[src/rtl/mem_arbiter_if.sv]
// Bus bundle between the two memory requesters (CPU port c, loader port d),
// the arbiter and the unified memory array.
interface mem_arbiter_if #(
  parameter int unsigned ADDR_W = 32,
  parameter int unsigned DATA_W = 32
);
  // CPU port
  logic              c_req;
  logic              c_we;
  logic [ADDR_W-1:0] c_addr;
  logic [DATA_W-1:0] c_wdata;
  logic              c_ack;
  logic [DATA_W-1:0] c_rdata;
  logic              cpu_stall;
  // Loader / DMA port
  logic              d_req;
  logic              d_we;
  logic [ADDR_W-1:0] d_addr;
  logic [DATA_W-1:0] d_wdata;
  logic              d_ack;
  logic [DATA_W-1:0] d_rdata;
  // Memory side
  logic [ADDR_W-1:0] mem_addr;
  logic              mem_we;
  logic [DATA_W-1:0] mem_wdata;
  logic [DATA_W-1:0] mem_rdata;

  // Arbiter view
  modport slave (
    input  c_req, c_we, c_addr, c_wdata,
    output c_ack, c_rdata, cpu_stall,
    input  d_req, d_we, d_addr, d_wdata,
    output d_ack, d_rdata,
    output mem_addr, mem_we, mem_wdata,
    input  mem_rdata
  );

  // Requester/memory view
  modport master (
    output c_req, c_we, c_addr, c_wdata,
    input  c_ack, c_rdata, cpu_stall,
    output d_req, d_we, d_addr, d_wdata,
    input  d_ack, d_rdata,
    input  mem_addr, mem_we, mem_wdata,
    output mem_rdata
  );
endinterface

[src/rtl/mem_arbiter.sv]
// Arbiter sharing the unified MIPS memory between the CPU (port c) and the
// program loader (port d). Each access runs IDLE -> ACCESS -> DONE; the ack
// pulses in DONE, where the other port may be granted back-to-back.
module mem_arbiter #(
  parameter int unsigned ADDR_W = 32,
  parameter int unsigned DATA_W = 32,
  parameter bit          RR_EN  = 1'b1
) (
  input logic           clk,
  input logic           rst_n,
  mem_arbiter_if.slave  bus
);

  typedef enum logic [1:0] {StIdle, StAccess, StDone} state_e;

  localparam logic PortC = 1'b0;
  localparam logic PortD = 1'b1;

  state_e            state_q, state_d;
  logic              owner_q, owner_d;
  logic              last_q, last_d;
  logic              grant;
  logic              grant_port;
  logic              sel_we;
  logic [ADDR_W-1:0] sel_addr;
  logic [DATA_W-1:0] sel_wdata;

  logic [ADDR_W-1:0] mem_addr_q;
  logic              mem_we_q;
  logic [DATA_W-1:0] mem_wdata_q;
  logic [DATA_W-1:0] c_rdata_q, d_rdata_q;
  logic              c_ack_q, d_ack_q;

  // Next-state and grant decision
  always_comb begin
    state_d    = state_q;
    owner_d    = owner_q;
    last_d     = last_q;
    grant      = 1'b0;
    grant_port = PortC;
    unique case (state_q)
      StIdle: begin
        if (bus.c_req || bus.d_req) begin
          grant = 1'b1;
          if (bus.c_req && bus.d_req) begin
            grant_port = RR_EN ? ~last_q : PortC;
          end else begin
            grant_port = bus.d_req ? PortD : PortC;
          end
        end
      end
      StAccess: state_d = StDone;
      StDone: begin
        // Owner's req is still up during its ack cycle and is ignored here.
        // Under fixed priority a waiting loader goes back through IDLE, where
        // the CPU gets first look, so a busy CPU starves the loader.
        if (owner_q == PortD && bus.c_req) begin
          grant      = 1'b1;
          grant_port = PortC;
        end else if (owner_q == PortC && bus.d_req && RR_EN) begin
          grant      = 1'b1;
          grant_port = PortD;
        end else begin
          state_d = StIdle;
        end
      end
      default: state_d = StIdle;
    endcase
    if (grant) begin
      state_d = StAccess;
      owner_d = grant_port;
      last_d  = grant_port;
    end
  end

  assign sel_we    = (grant_port == PortD) ? bus.d_we    : bus.c_we;
  assign sel_addr  = (grant_port == PortD) ? bus.d_addr  : bus.c_addr;
  assign sel_wdata = (grant_port == PortD) ? bus.d_wdata : bus.c_wdata;

  // Control state register; CPU wins the first tie after reset
  always_ff @(posedge clk or negedge rst_n) begin
    if (!rst_n) begin
      state_q <= StIdle;
      owner_q <= PortC;
      last_q  <= PortD;
    end else begin
      state_q <= state_d;
      owner_q <= owner_d;
      last_q  <= last_d;
    end
  end

  // Memory request latch, read-data capture and ack generation
  always_ff @(posedge clk or negedge rst_n) begin
    if (!rst_n) begin
      mem_addr_q  <= '0;
      mem_we_q    <= 1'b0;
      mem_wdata_q <= '0;
      c_rdata_q   <= '0;
      d_rdata_q   <= '0;
      c_ack_q     <= 1'b0;
      d_ack_q     <= 1'b0;
    end else begin
      if (grant) begin
        mem_addr_q  <= sel_addr;
        mem_wdata_q <= sel_wdata;
        mem_we_q    <= sel_we;
      end else if (state_q == StAccess) begin
        mem_we_q <= 1'b0;
      end
      // Reads only; a write leaves the owner's last read data in place
      if (state_q == StAccess && !mem_we_q) begin
        if (owner_q == PortD) begin
          d_rdata_q <= bus.mem_rdata;
        end else begin
          c_rdata_q <= bus.mem_rdata;
        end
      end
      c_ack_q <= (state_q == StAccess) && (owner_q == PortC);
      d_ack_q <= (state_q == StAccess) && (owner_q == PortD);
    end
  end

  assign bus.mem_addr  = mem_addr_q;
  assign bus.mem_we    = mem_we_q;
  assign bus.mem_wdata = mem_wdata_q;
  assign bus.c_rdata   = c_rdata_q;
  assign bus.d_rdata   = d_rdata_q;
  assign bus.c_ack     = c_ack_q;
  assign bus.d_ack     = d_ack_q;
  assign bus.cpu_stall = bus.c_req & ~c_ack_q;

endmodule
[src/flat_wrapper.sv]
// flat-port wrapper written by rule: the top's interface ports become plain ports
module mem_arbiter_flat 
#(
  parameter int unsigned ADDR_W = 32,
  parameter int unsigned DATA_W = 32,
  parameter bit          RR_EN  = 1'b1
)
  (clk, rst_n, bus_c_req, bus_c_we, bus_c_addr, bus_c_wdata, bus_c_ack, bus_c_rdata, bus_cpu_stall, bus_d_req, bus_d_we, bus_d_addr, bus_d_wdata, bus_d_ack, bus_d_rdata, bus_mem_addr, bus_mem_we, bus_mem_wdata, bus_mem_rdata);
  mem_arbiter_if #(.ADDR_W(ADDR_W), .DATA_W(DATA_W)) bus_i ();
  input logic clk;
  input logic rst_n;
  input wire logic [$bits(bus_i.c_req)-1:0] bus_c_req;
  input wire logic [$bits(bus_i.c_we)-1:0] bus_c_we;
  input wire logic [$bits(bus_i.c_addr)-1:0] bus_c_addr;
  input wire logic [$bits(bus_i.c_wdata)-1:0] bus_c_wdata;
  output wire logic [$bits(bus_i.c_ack)-1:0] bus_c_ack;
  output wire logic [$bits(bus_i.c_rdata)-1:0] bus_c_rdata;
  output wire logic [$bits(bus_i.cpu_stall)-1:0] bus_cpu_stall;
  input wire logic [$bits(bus_i.d_req)-1:0] bus_d_req;
  input wire logic [$bits(bus_i.d_we)-1:0] bus_d_we;
  input wire logic [$bits(bus_i.d_addr)-1:0] bus_d_addr;
  input wire logic [$bits(bus_i.d_wdata)-1:0] bus_d_wdata;
  output wire logic [$bits(bus_i.d_ack)-1:0] bus_d_ack;
  output wire logic [$bits(bus_i.d_rdata)-1:0] bus_d_rdata;
  output wire logic [$bits(bus_i.mem_addr)-1:0] bus_mem_addr;
  output wire logic [$bits(bus_i.mem_we)-1:0] bus_mem_we;
  output wire logic [$bits(bus_i.mem_wdata)-1:0] bus_mem_wdata;
  input wire logic [$bits(bus_i.mem_rdata)-1:0] bus_mem_rdata;
  assign bus_i.c_req = bus_c_req;
  assign bus_i.c_we = bus_c_we;
  assign bus_i.c_addr = bus_c_addr;
  assign bus_i.c_wdata = bus_c_wdata;
  assign bus_c_ack = bus_i.c_ack;
  assign bus_c_rdata = bus_i.c_rdata;
  assign bus_cpu_stall = bus_i.cpu_stall;
  assign bus_i.d_req = bus_d_req;
  assign bus_i.d_we = bus_d_we;
  assign bus_i.d_addr = bus_d_addr;
  assign bus_i.d_wdata = bus_d_wdata;
  assign bus_d_ack = bus_i.d_ack;
  assign bus_d_rdata = bus_i.d_rdata;
  assign bus_mem_addr = bus_i.mem_addr;
  assign bus_mem_we = bus_i.mem_we;
  assign bus_mem_wdata = bus_i.mem_wdata;
  assign bus_i.mem_rdata = bus_mem_rdata;
  mem_arbiter #(.ADDR_W(ADDR_W), .DATA_W(DATA_W), .RR_EN(RR_EN)) u_core (.clk(clk), .rst_n(rst_n), .bus(bus_i));
endmodule
[config.mk]
export PLATFORM = sky130hd
export DESIGN_NAME = mem_arbiter_flat
export DESIGN_NICKNAME = d
export VERILOG_FILES = /design/src/rtl/mem_arbiter_if.sv /design/src/rtl/mem_arbiter.sv /design/src/flat_wrapper.sv
export SDC_FILE = /design/constraint.sdc
export NUM_CORES = 1
export LEC_CHECK = 0
export BUFFER_PORTS_ARGS = -buffer_cell sky130_fd_sc_hd__buf_2
export CAP_MARGIN = 30
export CORE_AREA = 2 2 117 119
export DETAILED_ROUTE_END_ITERATION = 10
export DIE_AREA = 0 0 119 121
export PLACE_DENSITY_LB_ADDON = 0.1
export SLEW_MARGIN = 30
export SYNTH_ARGS = -nofsm -noshare
export SYNTH_HDL_FRONTEND = slang
export SYNTH_SLANG_ARGS = --single-unit
[constraint.sdc]
create_clock -name clk -period 2.3 [get_ports clk]
set_clock_uncertainty 0.2 [all_clocks]
set_input_delay 0.46 -clock clk [delete_from_list [all_inputs] [get_ports clk]]
set_output_delay 0.46 -clock clk [all_outputs]
set_load 0.02 [all_outputs]
Word level (Yosys, flattened, before mapping)
Index checks and enable logic that the tools add are counted.
- bitwise logic cells: 4
- mux-type cells: 18
- equality and inequality tests: 5
- reductions and logical operators: 13
- operator list (kind ; number):
    $mux W32 ; 2
    $mux W1 ; 10
    $logic_and A1 B1 Y1 ; 6
    $mux W2 ; 3
    $ne A3 B2 Y1 const B ; 2
    $pmux W2 S3 ; 1
    $pmux W1 S2 ; 2
    $reduce_and A2 Y1 ; 2
    $not A1 Y1 ; 3
    $reduce_and A3 Y1 ; 1
    $eq A2 B1 Y1 const B ; 1
    $eq A2 B2 Y1 const B ; 1
    $logic_not A2 Y1 ; 1
    $ne A2 B1 Y1 const B ; 1
    $reduce_bool A2 Y1 ; 1
    $and A1 B1 Y1 ; 1
    $logic_not A1 Y1 ; 1
    $logic_or A1 B1 Y1 ; 1
- input bits: 166
- register bits after elaboration: 135

Depth between registers and ports, before layout
- depth in word-level cells: 7
- mapped depth: 6

Worst setup path after synthesis
No wires, ideal clock.
- path type: register to register
- start: reg u_core.last_q
- end: reg u_core.mem_addr_q[13], in the netlist u_core.bus.mem_addr[13]
- cell stages (with the launch flop): 7
- required time: 1974 ps
- arrival: 1520 ps
- slack: 454 ps
- cells stage by stage: dfstp_2 -> nand2_1 -> o2111ai_1 -> buf_4 -> clkbuf_4 -> mux2i_1 -> a21oi_1
- word-level cells in the longest chain between the ends: 5
- RTL lines (item ; RTL line ; RTL):
    start: declaration ; mem_arbiter.sv:21 ; logic last_q, last_d;
    start signal: assignment ; mem_arbiter.sv:85 ; last_q <= PortD;
    start signal: assignment ; mem_arbiter.sv:89 ; last_q <= last_d;
    $not A1 Y1 ; mem_arbiter.sv:46 ; grant_port = RR_EN ? ~last_q : PortC;
    $mux W1 ; mem_arbiter.sv:45 ; if (bus.c_req && bus.d_req) begin
    $mux W1 ; mem_arbiter.sv:43 ; if (bus.c_req || bus.d_req) begin
    $pmux W1 S2 ; mem_arbiter.sv:41 ; unique case (state_q)
    $mux W32 ; mem_arbiter.sv:77 ; assign sel_addr = (grant_port == PortD) ? bus.d_addr : bus.c_addr;
    end signal: assignment ; mem_arbiter.sv:105 ; mem_addr_q <= sel_addr;
    end: declaration ; mem_arbiter.sv:28 ; logic [ADDR_W-1:0] mem_addr_q;
Every way passes these cells.
A chain may end at the register's enable or synchronous reset.

Worst setup path in the final report
- start: reg u_core.last_q
- end: reg u_core.mem_wdata_q[10], in the netlist u_core.bus.mem_wdata[10]
- word-level cells in the longest chain between the ends: 5
- RTL lines (item ; RTL line ; RTL):
    $not A1 Y1 ; mem_arbiter.sv:46 ;
    $mux W1 ; mem_arbiter.sv:45 ;
    $mux W1 ; mem_arbiter.sv:43 ;
    $pmux W1 S2 ; mem_arbiter.sv:41 ;
    $mux W32 ; mem_arbiter.sv:78 ; assign sel_wdata = (grant_port == PortD) ? bus.d_wdata : bus.c_wdata;
    end signal: assignment ; mem_arbiter.sv:106 ; mem_wdata_q <= sel_wdata;
    end: declaration ; mem_arbiter.sv:30 ; logic [DATA_W-1:0] mem_wdata_q;
Every way passes these cells.

==> results_dict.tcl <==
set metrics [dict create \
    postCtsSetupBuffers 0 \
    clock.fmax_mhz 512 \
    cp.arrival_ps 2050 \
    p_per_area_nw_per_um2 1590 \
    grt_pass1_vias 4402 \
    cts_hold_buf 1 \
    grt-ovfl-total 0 \
    fill_cells 1089 \
    vias_per_cell 4.73 \
    initialDrtViolationCount 144 \
    rsz0062_at_grt "no" \
    max-slew-margin-rel_pct 71.2 \
    pin_count 298 \
    cts_buffer_depth 2 \
    critPathKind "register to register" \
    grt_util_all_layers_pct 20.0 \
    max-vdd-ir-drop_mv 0.844 \
    hpwl_um 10800 \
    place_congestion 0.759 \
    route.vias.total 4392 \
    clk_pin_slew_ps 60 \
    initial_core_util_pct 42.6 \
    synth_seq_cells 135 \
    synth_fp_nets 605 \
    drv_slew 0 \
    drive_gt1_share_pct 53.8 \
    grt_pass1_wl_um 22100 \
    drtAntennaViolNets 0 \
    antenna_found_initial 0 \
    die_h_um 121 \
    drt_wl_total_um 14400 \
    die-area_um2 14400 \
    clk_latency_ps 420 \
    cts_resized 0 \
    core_area_um2 13100 \
    ys_seq_area_share_pct 60.6 \
    syn_avg_cell_area_um2 12.7 \
    cp_max_fo 53 \
    io_buffers 297 \
    worst_slew_pin_slew_ps 433 \
    status "finished clean" \
    syn-instance-count 439 \
    dr.pass1.iters 7 \
    cts_buffers 17 \
    critPathCaptureType "register" \
    cts_tree "done" \
    htreeDepth 4 \
    cap_violations 0 \
    cp-start-kind "register" \
    cts_root_buf "clkbuf_16" \
    yosysWarningCount 0 \
    grt_max_degree 54 \
    min_path_type "input port to register" \
    clock_sinks 135 \
    setup_viol 0 \
    synthDistinctLibCells 19 \
    finalCritPeriodShare_pct 85.0 \
    setup-tns-final_ps 0 \
    p_leak_uw 0.00415 \
    fin_worst_hold_slack_ps 69.7 \
    row_count 42 \
    wl_per_cell_um 15.4 \
    die_x_um 119 \
    critPathRequiredTime_ps 2390 \
    fin_crit_ps 1950 \
    drc 0 \
    hold_violations 0 \
    nNetsFinal 906 \
    area.growth.synth_to_final_pct 43.4 \
    netlist_area_um2 5580 \
    antenna_cells 0 \
]
[per-layer routing]
layer | part of all wire [%] | up-vias | track usage (%)
li1 | - | 2127 | -
met3 | 7.7 | 23 | 7.05
met2 | 51 | 176 | 34.2
met1 | 39 | 2066 | 22.7
met4 | 2.1 | 0 | 8.78
met5 | 0 | - | 0
[critical path: stages, from the launching register on]
cell       delay [ps]
dfstp_2           530
nand2_1            80
o2111ai_4         220
buf_12            340
mux2i_1           290
a21oi_1           100
[cells by family after synthesis]
group / synth area share, %
simple gates: 5.29
flops: 60.6
buf+inv: 2.87
compound gates: 6.30
mux: 24.9
[path summary, 6_finish.rpt]
path,from,to,slack (ps),cells past startpoint
min reg2reg,u_core.bus.d_rdata[20],u_core.bus.d_rdata[20],290,1
max in group asynchronous,rst_n,u_core.bus.mem_addr[26],940,3
min,bus_mem_rdata[20],u_core.bus.d_rdata[20],70,2
min in group asynchronous,rst_n,u_core.bus.c_rdata[30],330,2
max,u_core.last_q,u_core.bus.mem_wdata[10],350,5
max reg2reg,u_core.last_q,u_core.bus.mem_wdata[10],350,5
[area by class of cell]
| class | count | area (µm²) | area share, % |
|---|---|---|---|
| clock buffer | 18 | 439 | 5.49 |
| timing repair buffer | 309 | 1670 | 20.9 |
| clock inverter | 14 | 196 | 2.46 |
| inverter | 4 | 15.0 | 0.188 |
| sequential | 135 | 3380 | 42.2 |
| multi-input combinational | 273 | 2080 | 26.0 |
| tap | 176 | 220 | 2.75 |
[through the flow]
step	power (µW)	area [µm²]	setup slack [ps]	std cells	util (%)
after floorplan	7890	5580	454	439	-
after global placement	9820	7350	345	896	56.2
after detailed placement	9970	7350	285	896	56.2
after CTS	12900	8000	347	929	61.1
after global routing	13500	8000	246	929	61.1
final	12700	8000	345	929	61.1
[placed cells by master, fill, tap and decap left out]
master         instances
dfstp_2                1
buf_4                  4
clkinvlp_4             3
inv_1                  4
mux2_2                60
nor3_4                 2
clkinv_2               2
buf_6                  1
nand2_1                3
buf_2                296
mux2_1                 4
clkinv_4               2
nor2_1                67
buf_12                 7
clkbuf_16             17
dfrtp_1              134
nor2b_1                1
o2111ai_4              1
dlygate4sd3_1          1
inv_6                  3
a21oi_1               64
nand2b_1               1
a211oi_4               1
o21ai_0                2
clkbuf_8               1
mux2i_1               67
bufinv_16              4
[synthesized netlist by cell type (all sizes together)]
master / instances / area, µm²
dfrtp: 134 / 3350
mux2i: 67 / 671
nor2: 67 / 251
a21oi: 64 / 320
mux2: 64 / 721
buf: 22 / 123
clkbuf: 5 / 22.5
inv: 4 / 15.0
nand2: 3 / 11.3
nor3: 2 / 20.0
o21ai: 2 / 10.0
a211oi: 1 / 12.5
dfstp: 1 / 26.3
nand2b: 1 / 6.26
nor2b: 1 / 6.26
o2111ai: 1 / 8.76
[sequential cells by signal, summed over array words and instances (netlist names)]
| signal | cells |
|---|---|
| u_core.state_q | 2 |
| u_core.bus.d_rdata | 32 |
| u_core.bus.d_ack | 1 |
| u_core.bus.mem_addr | 32 |
| u_core.bus.c_rdata | 32 |
| u_core.bus.c_ack | 1 |
| u_core.owner_q | 1 |
| u_core.bus.mem_we | 1 |
| u_core.last_q | 1 |
| u_core.bus.mem_wdata | 32 |
[where the power goes]
part	internal (µW)	total, µW	switching, µW
clock	1850	2890	1040
combinational	2260	5640	3380
sequential	3590	4210	616
No activity file was read; power rests on OpenSTA's default activity.
